<file path="config.mk">
export PLATFORM = sky130hd
export DESIGN_NAME = instruction_fetch
export DESIGN_NICKNAME = d
export VERILOG_FILES = /design/src/rtl/instruction_fetch.sv
export SDC_FILE = /design/constraint.sdc
export NUM_CORES = 1
export LEC_CHECK = 0
export CORE_UTILIZATION = 49
export DETAILED_ROUTE_END_ITERATION = 12
export GPL_TIMING_DRIVEN = 0
export PLACE_DENSITY = 0.89
export SLEW_MARGIN = 20
export SYNTH_ARGS = -nofsm -noshare
export SYNTH_HDL_FRONTEND = slang
export SYNTH_SLANG_ARGS = --single-unit
</file>
<file path="constraint.sdc">
create_clock -name clk -period 5.9 [get_ports clk]
set_input_delay 1.77 -clock clk [delete_from_list [all_inputs] [get_ports clk]]
set_output_delay 1.77 -clock clk [all_outputs]
set_load 0.05 [all_outputs]
</file>
<file path="src/rtl/instruction_fetch.sv">
// instruction_fetch: fetches instruction words from memory over a req/resp
// interface, buffers them with their PCs in a small FIFO and handles
// downstream redirects, including dropping stale in-flight responses.
module instruction_fetch #(
  parameter int unsigned              INSTRUCTION_WIDTH = 32,
  parameter int unsigned              ADDRESS_WIDTH     = 32,
  parameter int unsigned              BUFFER_DEPTH      = 2,
  parameter logic [ADDRESS_WIDTH-1:0] RESET_PC          = '0
) (
  input  logic                         clk,
  input  logic                         rst,
  output logic                         mem_req_valid,
  input  logic                         mem_req_ready,
  output logic [ADDRESS_WIDTH-1:0]     mem_addr,
  input  logic                         mem_resp_valid,
  input  logic [INSTRUCTION_WIDTH-1:0] mem_resp_data,
  output logic [INSTRUCTION_WIDTH-1:0] instruction_data,
  output logic                         instruction_data_valid,
  output logic [ADDRESS_WIDTH-1:0]     instruction_pc,
  input  logic                         instruction_ready,
  input  logic                         redirect_valid,
  input  logic [ADDRESS_WIDTH-1:0]     redirect_pc,
  output logic                         fetch_fault
);

  localparam int unsigned PTR_W = $clog2(BUFFER_DEPTH);
  localparam int unsigned CNT_W = $clog2(BUFFER_DEPTH + 1);
  localparam logic [CNT_W-1:0] DEPTH_C = CNT_W'(BUFFER_DEPTH);

  typedef enum logic [2:0] {
    ST_REQUEST,
    ST_WAIT,
    ST_FULL,
    ST_DISCARD,
    ST_HALT
  } state_t;

  state_t                         state;
  logic [ADDRESS_WIDTH-1:0]       pc;
  logic                           fault;

  logic [INSTRUCTION_WIDTH-1:0]   data_mem [BUFFER_DEPTH];
  logic [ADDRESS_WIDTH-1:0]       pc_mem   [BUFFER_DEPTH];
  logic [PTR_W-1:0]               wr_ptr;
  logic [PTR_W-1:0]               rd_ptr;
  logic [CNT_W-1:0]               count;

  logic                           credit;
  logic                           req_fire;
  logic                           pop;
  logic                           push;
  logic                           redirect_take;
  logic                           redirect_bad;
  logic [CNT_W-1:0]               count_after_push;
  logic                           room_after_push;

  // Handshake qualifiers, credit check and output views of the FIFO head
  always_comb begin
    // Only one request can be outstanding, and none is while in REQUEST,
    // so the credit test reduces to FIFO occupancy alone.
    credit                 = count < DEPTH_C;
    mem_req_valid          = rst && (state == ST_REQUEST) && credit;
    req_fire               = mem_req_valid && mem_req_ready;
    instruction_data_valid = count != '0;
    pop                    = instruction_data_valid && instruction_ready;
    redirect_take          = redirect_valid && (state != ST_HALT);
    redirect_bad           = redirect_take && (redirect_pc[1:0] != 2'b00);
    push                   = (state == ST_WAIT) && mem_resp_valid && !redirect_take;
    count_after_push       = count + CNT_W'(1) - CNT_W'(pop);
    room_after_push        = count_after_push < DEPTH_C;
    mem_addr               = pc;
    instruction_data       = data_mem[rd_ptr];
    instruction_pc         = pc_mem[rd_ptr];
    fetch_fault            = fault;
  end

  // FIFO storage: fetched word paired with the PC it was fetched from
  always_ff @(posedge clk) begin
    if (push) begin
      data_mem[wr_ptr] <= mem_resp_data;
      pc_mem[wr_ptr]   <= pc;
    end
  end

  // FIFO pointers and occupancy; any redirect empties the buffer
  always_ff @(posedge clk or negedge rst) begin
    if (!rst) begin
      wr_ptr <= '0;
      rd_ptr <= '0;
      count  <= '0;
    end else if (redirect_take) begin
      wr_ptr <= '0;
      rd_ptr <= '0;
      count  <= '0;
    end else begin
      if (push) wr_ptr <= wr_ptr + PTR_W'(1);
      if (pop)  rd_ptr <= rd_ptr + PTR_W'(1);
      case ({push, pop})
        2'b10:   count <= count + CNT_W'(1);
        2'b01:   count <= count - CNT_W'(1);
        default: count <= count;
      endcase
    end
  end

  // Fetch sequencer: tracks the outstanding request, PC and fault state
  always_ff @(posedge clk or negedge rst) begin
    if (!rst) begin
      state <= ST_REQUEST;
      pc    <= RESET_PC;
      fault <= 1'b0;
    end else if (redirect_bad) begin
      state <= ST_HALT;
      fault <= 1'b1;
    end else if (redirect_take) begin
      // An accepted request or an unanswered one leaves a response in
      // flight that must be swallowed before fetching from the new PC.
      pc <= redirect_pc;
      case (state)
        ST_REQUEST: state <= req_fire       ? ST_DISCARD : ST_REQUEST;
        ST_WAIT:    state <= mem_resp_valid ? ST_REQUEST : ST_DISCARD;
        ST_DISCARD: state <= mem_resp_valid ? ST_REQUEST : ST_DISCARD;
        default:    state <= ST_REQUEST;
      endcase
    end else begin
      case (state)
        ST_REQUEST: begin
          if (!credit)       state <= ST_FULL;
          else if (req_fire) state <= ST_WAIT;
        end
        ST_WAIT: begin
          if (mem_resp_valid) begin
            pc    <= pc + ADDRESS_WIDTH'(4);
            state <= room_after_push ? ST_REQUEST : ST_FULL;
          end
        end
        ST_FULL: begin
          if (pop) state <= ST_REQUEST;
        end
        ST_DISCARD: begin
          if (mem_resp_valid) state <= ST_REQUEST;
        end
        default: state <= ST_HALT;
      endcase
    end
  end

endmodule

</file>
## Word level (Yosys, flattened, before mapping)

Memories as Yosys holds them, arrays and structs flattened.
Index checks and enable logic that the tools add are counted.

- Register bits after elaboration: 40
- RAM bits: 128
- Word-level logic and storage cells: 70
- Memories: 2

Memories:

| memory | depth | bits a word | rd ports | clocked after Yosys merged registers in | wr ports | line | source |
|---|---|---|---|---|---|---|---|
| data_mem | 2 | 32 | 1 | 0 | 1 | 42 | `logic [INSTRUCTION_WIDTH-1:0] data_mem [BUFFER_DEPTH];` |
| pc_mem | 2 | 32 | 1 | 0 | 1 | 43 | `logic [ADDRESS_WIDTH-1:0] pc_mem [BUFFER_DEPTH];` |

- Add/subtract/negate cells: 6
- $lt $le $gt $ge: 2
- Equality and inequality tests: 10
- Mux-type cells: 23
- Bitwise operators: 1
- Reductions and logical operators: 20

Operator list:

| cell | count |
|---|---|
| 32-bit two-way mux | 3 |
| 32-bit by 3-bit adder with 32-bit output, second input constant | 1 |
| 3-bit two-way mux | 7 |
| 4-bit inequality test, second input constant | 3 |
| 3-bit case mux with 4 select lines | 1 |
| 2-bit nonzero test | 6 |
| 1-bit logical AND | 8 |
| 2-bit two-way mux | 4 |
| 2-bit case mux with 2 select lines | 2 |
| 3-bit by 2-bit equality test with 1-bit output, second input constant | 2 |
| 1-bit two-way mux | 6 |
| 5-bit inequality test, second input constant | 1 |
| 2-bit less-than comparator, second input constant | 2 |
| 4-bit AND reduction | 1 |
| 3-bit by 1-bit equality test with 1-bit output, second input constant | 1 |
| 3-bit logical NOT | 1 |
| 3-bit inequality test, second input constant | 1 |
| 3-bit AND reduction | 1 |
| 3-bit nonzero test | 1 |
| 1-bit adder, second input constant | 2 |
| 2-bit by 1-bit adder with 2-bit output, second input constant | 1 |
| 2-bit by 1-bit equality test with 1-bit output, second input constant | 1 |
| 2-bit equality test, second input constant | 1 |
| 2-bit OR reduction | 1 |
| other kinds (4) | 4 |

## Depth between registers and ports, before layout

- Depth in word-level cells: 9
- Gate-level depth with buffers: 9
- Gate-level depth less buffers: 7

## Worst setup path before layout

OpenSTA, ideal clock, no wires.

- Kind: input-to-reg
- Start point: input port redirect_valid
- End point: memory data_mem[0][0], enable pin
- Library setup time: 0.487 ns
- Arrival time: 4.864 ns
- Slack: 0.550 ns
- Stages: 3
- Path buffers: 0
- Cells stage by stage: nor3_1 > nand3_1 > nor2_1

- Cells in the longest elaborated chain, start to end: 5

Ends and longest elaborated chain:

| item | line | source |
|---|---|---|
| start, declared | 21 | `input logic redirect_valid,` |
| 1-bit logical AND | 66 | `redirect_take = redirect_valid && (state != ST_HALT);` |
| 1-bit logical NOT | 68 | `push = (state == ST_WAIT) && mem_resp_valid && !redirect_take;` |
| 1-bit logical AND | 68 |  |
| 1-bit two-way mux | 79 | `if (push) begin` |
| 1-bit two-way mux (not written as such) | 80 | `data_mem[wr_ptr] <= mem_resp_data;` |
| end, declared | 42 |  |

Every way passes these cells.

## Final worst setup path

- Start point: input port rst
- End point: output port mem_req_valid

- Cells in the longest elaborated chain, start to end: 2

Ends and longest elaborated chain:

| item | line | source |
|---|---|---|
| start, declared | 11 | `input logic rst,` |
| 1-bit logical AND (2 in a row) | 62 | `mem_req_valid = rst && (state == ST_REQUEST) && credit;` |
| end, declared | 12 | `output logic mem_req_valid,` |

Every way passes these cells.

==> results_dict.tcl <==
set metrics [dict create \
    outcome "finished, final reports clean" \
    first_pass_iters 5 \
    setup_viol 0 \
    grt_pass1_vias 4968 \
    cp_slowest_cell "clkdlybuf4s50_1" \
    io_pins 169 \
    synth_nets 563 \
    syn_area_per_cell_um2 14.4 \
    drv_cap 0 \
    place_ws_ns 0.856 \
    wl_per_cell_um 19.8 \
    syn_area_mm2 0.00708 \
    cts_root_buf "clkbuf_16" \
    hold_violations 0 \
    worst-path-buf-inv 2 \
    grt_start_max_net_pins 48 \
    pwr_density_cell_mw_per_mm2 383 \
    cts_buffer_depth 2 \
    numClockSinks 168 \
    hpwl_mm 11.9 \
    synth-seq-cells 168 \
    clkLatencyLatePin_ns 0.42 \
    leakage_uw 0.00346 \
    max_slew_margin_pct 44.4 \
    finalSetupTns_ns 0 \
    drive_gt1_share_pct 18.0 \
    tightest_slew_ns 0.827 \
    avgViaCountPerCell 5.71 \
    worstPathMaxFanout 22 \
    clk_pin_slew_ns 0.06 \
    cts_htree_levels 4 \
    ctsResizeCount 0 \
    synth_edf_count 128 \
    rsz0062_at_grt "no" \
    numCtsBuffers 17 \
    drt_iter0_drc 457 \
    synth_flop_cell "edfxtp_1" \
    grt_pass1_wl_mm 26.0 \
    critPathMaxStageDelay_ns 0.80 \
    ant_nets 0 \
    fp.coreArea_mm2 0.0140 \
    nNetsFinal 754 \
    cts_hold_buf 0 \
    skew_ns 0.00723 \
    layout_commonest_cell "clkdlybuf4s50_1" \
    crit_type "primary input to output pin" \
    final_cell_mix "clkdlybuf4s50_1, edfxtp_1, mux2_2" \
    max_freq_mhz 199 \
    crit_family "buffers and inverters" \
    critPathCaptureType "output pin" \
    fin_crit_sh_pct 85.2 \
    port_buffers 168 \
    crit_required_ns 4.13 \
    via_count 4999 \
    ys_types 56 \
    synthCells 491 \
    vdd_drop_max_mv 0.243 \
    die_y_um 122 \
    cp-start-kind "primary input" \
    cts_tree "built" \
    syn_to_final_growth_pct 37.2 \
    final-max-slew-violation-count 0 \
    drc_errors 0 \
    seq_area_frac_synth_pct 68.4 \
    gr-usage-all-layers_pct 23.5 \
    num_rows 43 \
    fp.dieW_um 122 \
    cts_setup_buffers 0 \
    yosys_warnings 0 \
    period_needed_ns 5.03 \
    antenna_cells 0 \
    grt-ovfl-total 0 \
    worst_slack_ns 0.870 \
    antenna_found_initial 0 \
    drt_wl_total_mm 17.3 \
    place.gp.congestion 0.849 \
    dieArea_mm2 0.0149 \
    synth-async-reset-ratio_pct 23.8 \
    initial_core_util_pct 50.6 \
    cp_data_arrival_time_ns 3.26 \
    worstPathCellList "buf_2, and2_1, clkdlybuf4s50_1" \
    hp-class "flip-flop to flip-flop" \
]
-- synthesized netlist by cell type, types with 3 or more instances --
master	number	area [µm²]
a21oi_1	27	135
a22oi_1	4	30.0
a2bb2oi_1	9	78.8
a31oi_1	3	18.8
and2_1	5	31.3
and3_2	3	22.5
buf_2	6	30.0
buf_4	3	22.5
clkbuf_1	9	33.8
dfrtp_1	40	1000
edfxtp_1	128	3840
inv_1	12	45.0
mux2_2	64	721
nand2_1	28	105
nand2b_1	4	25.0
nand3_1	18	90.1
nand4_1	11	68.8
nor2_1	26	97.6
nor2b_1	3	18.8
nor3_1	8	40.0
nor4_1	6	37.5
o21ai_0	20	100
o22ai_1	12	75.1
xnor2_1	3	26.3
-- cells by family (layout without fill, tap and decap cells) --
group                    count (synthesis)  count (layout)  share of synthesized area [%]
flip-flops                             168             168                           68.4
AND/OR/NAND/NOR                        124             124                           9.36
AO/OA/AOI/OAI                           91              91                           8.25
multiplexers                            66              66                           10.5
buffers and inverters                   36             240                           2.68
XOR/XNOR                                 4               4                          0.495
adder cells (fa/ha/maj)                  2               2                          0.353
-- final cells by class --
type | instances | area, µm²
sequential | 168 | 4840
buffer | 24 | 145
clock inverter | 14 | 196
inverter | 12 | 45.0
clock buffer | 18 | 429
fill | 895 | 4270
tap | 180 | 225
multi-input combinational | 287 | 2060
timing repair buffer | 172 | 1770
-- metrics by stage --
stage | std cells | hold WS, ns | power, µW | instance area [µm²] | utilization [%]
after global routing | 875 | 0.508 | 3840 | 9720 | 69.5
after detailed placement | 843 | 0.456 | 2580 | 9090 | 65.0
final | 875 | 0.484 | 3720 | 9720 | 69.5
after global placement | 839 | 0.456 | 2560 | 8990 | 64.3
after CTS | 875 | 0.478 | 3740 | 9720 | 69.5
after floorplan | 491 | 0.549 | 2190 | 7080 | -
-- worst reg2reg max path: stages, from the launching register on --
cell	delay, ns
dfrtp_1	0.51
ha_1	0.29
nand4_1	0.23
nor2_1	0.62
inv_1	0.18
or4_1	0.50
nand4_1	0.12
-- report_power, final --
part           switching, µW  total [µW]  internal (µW)
sequential              52.5        1360           1310
clock                    456        1170            712
combinational            726        1190            461
-- path summary, 6_finish.rpt --
check	from	end	slack, ns	depth (start not counted)
setup / recovery	rst	mem_req_valid	0.87	3
max in group asynchronous	rst	mem_addr[2]$_DFFE_PN0P_	4.04	2
hold reg to reg	fetch_fault$_DFFE_PN0P_	fetch_fault$_DFFE_PN0P_	0.48	1
hold / removal	fetch_fault$_DFFE_PN0P_	fetch_fault$_DFFE_PN0P_	0.48	1
min in group asynchronous	rst	state[2]$_DFFE_PN0P_	1.34	1
setup reg to reg	mem_addr[2]$_DFFE_PN0P_	mem_addr[28]$_DFFE_PN0P_	3.38	6
-- sequential cells by signal, summed over array words and instances, names as in the netlist --
| signal | cells |
|---|---|
| count | 2 |
| data_mem | 64 |
| fetch_fault | 1 |
| mem_addr | 32 |
| pc_mem | 64 |
| rd_ptr | 1 |
| state | 3 |
| wr_ptr | 1 |
-- metal layers --
| layer | GRT usage [%] | share of wire, % | vias up |
|---|---|---|---|
| met2 | 39.1 | 50 | 265 |
| met5 | 0 | 0 | - |
| met4 | 9.83 | 2.1 | 0 |
| met1 | 29.5 | 39 | 2427 |
| li1 | - | - | 2273 |
| met3 | 5.48 | 8.8 | 34 |
Power figures use the tool's default switching activity.
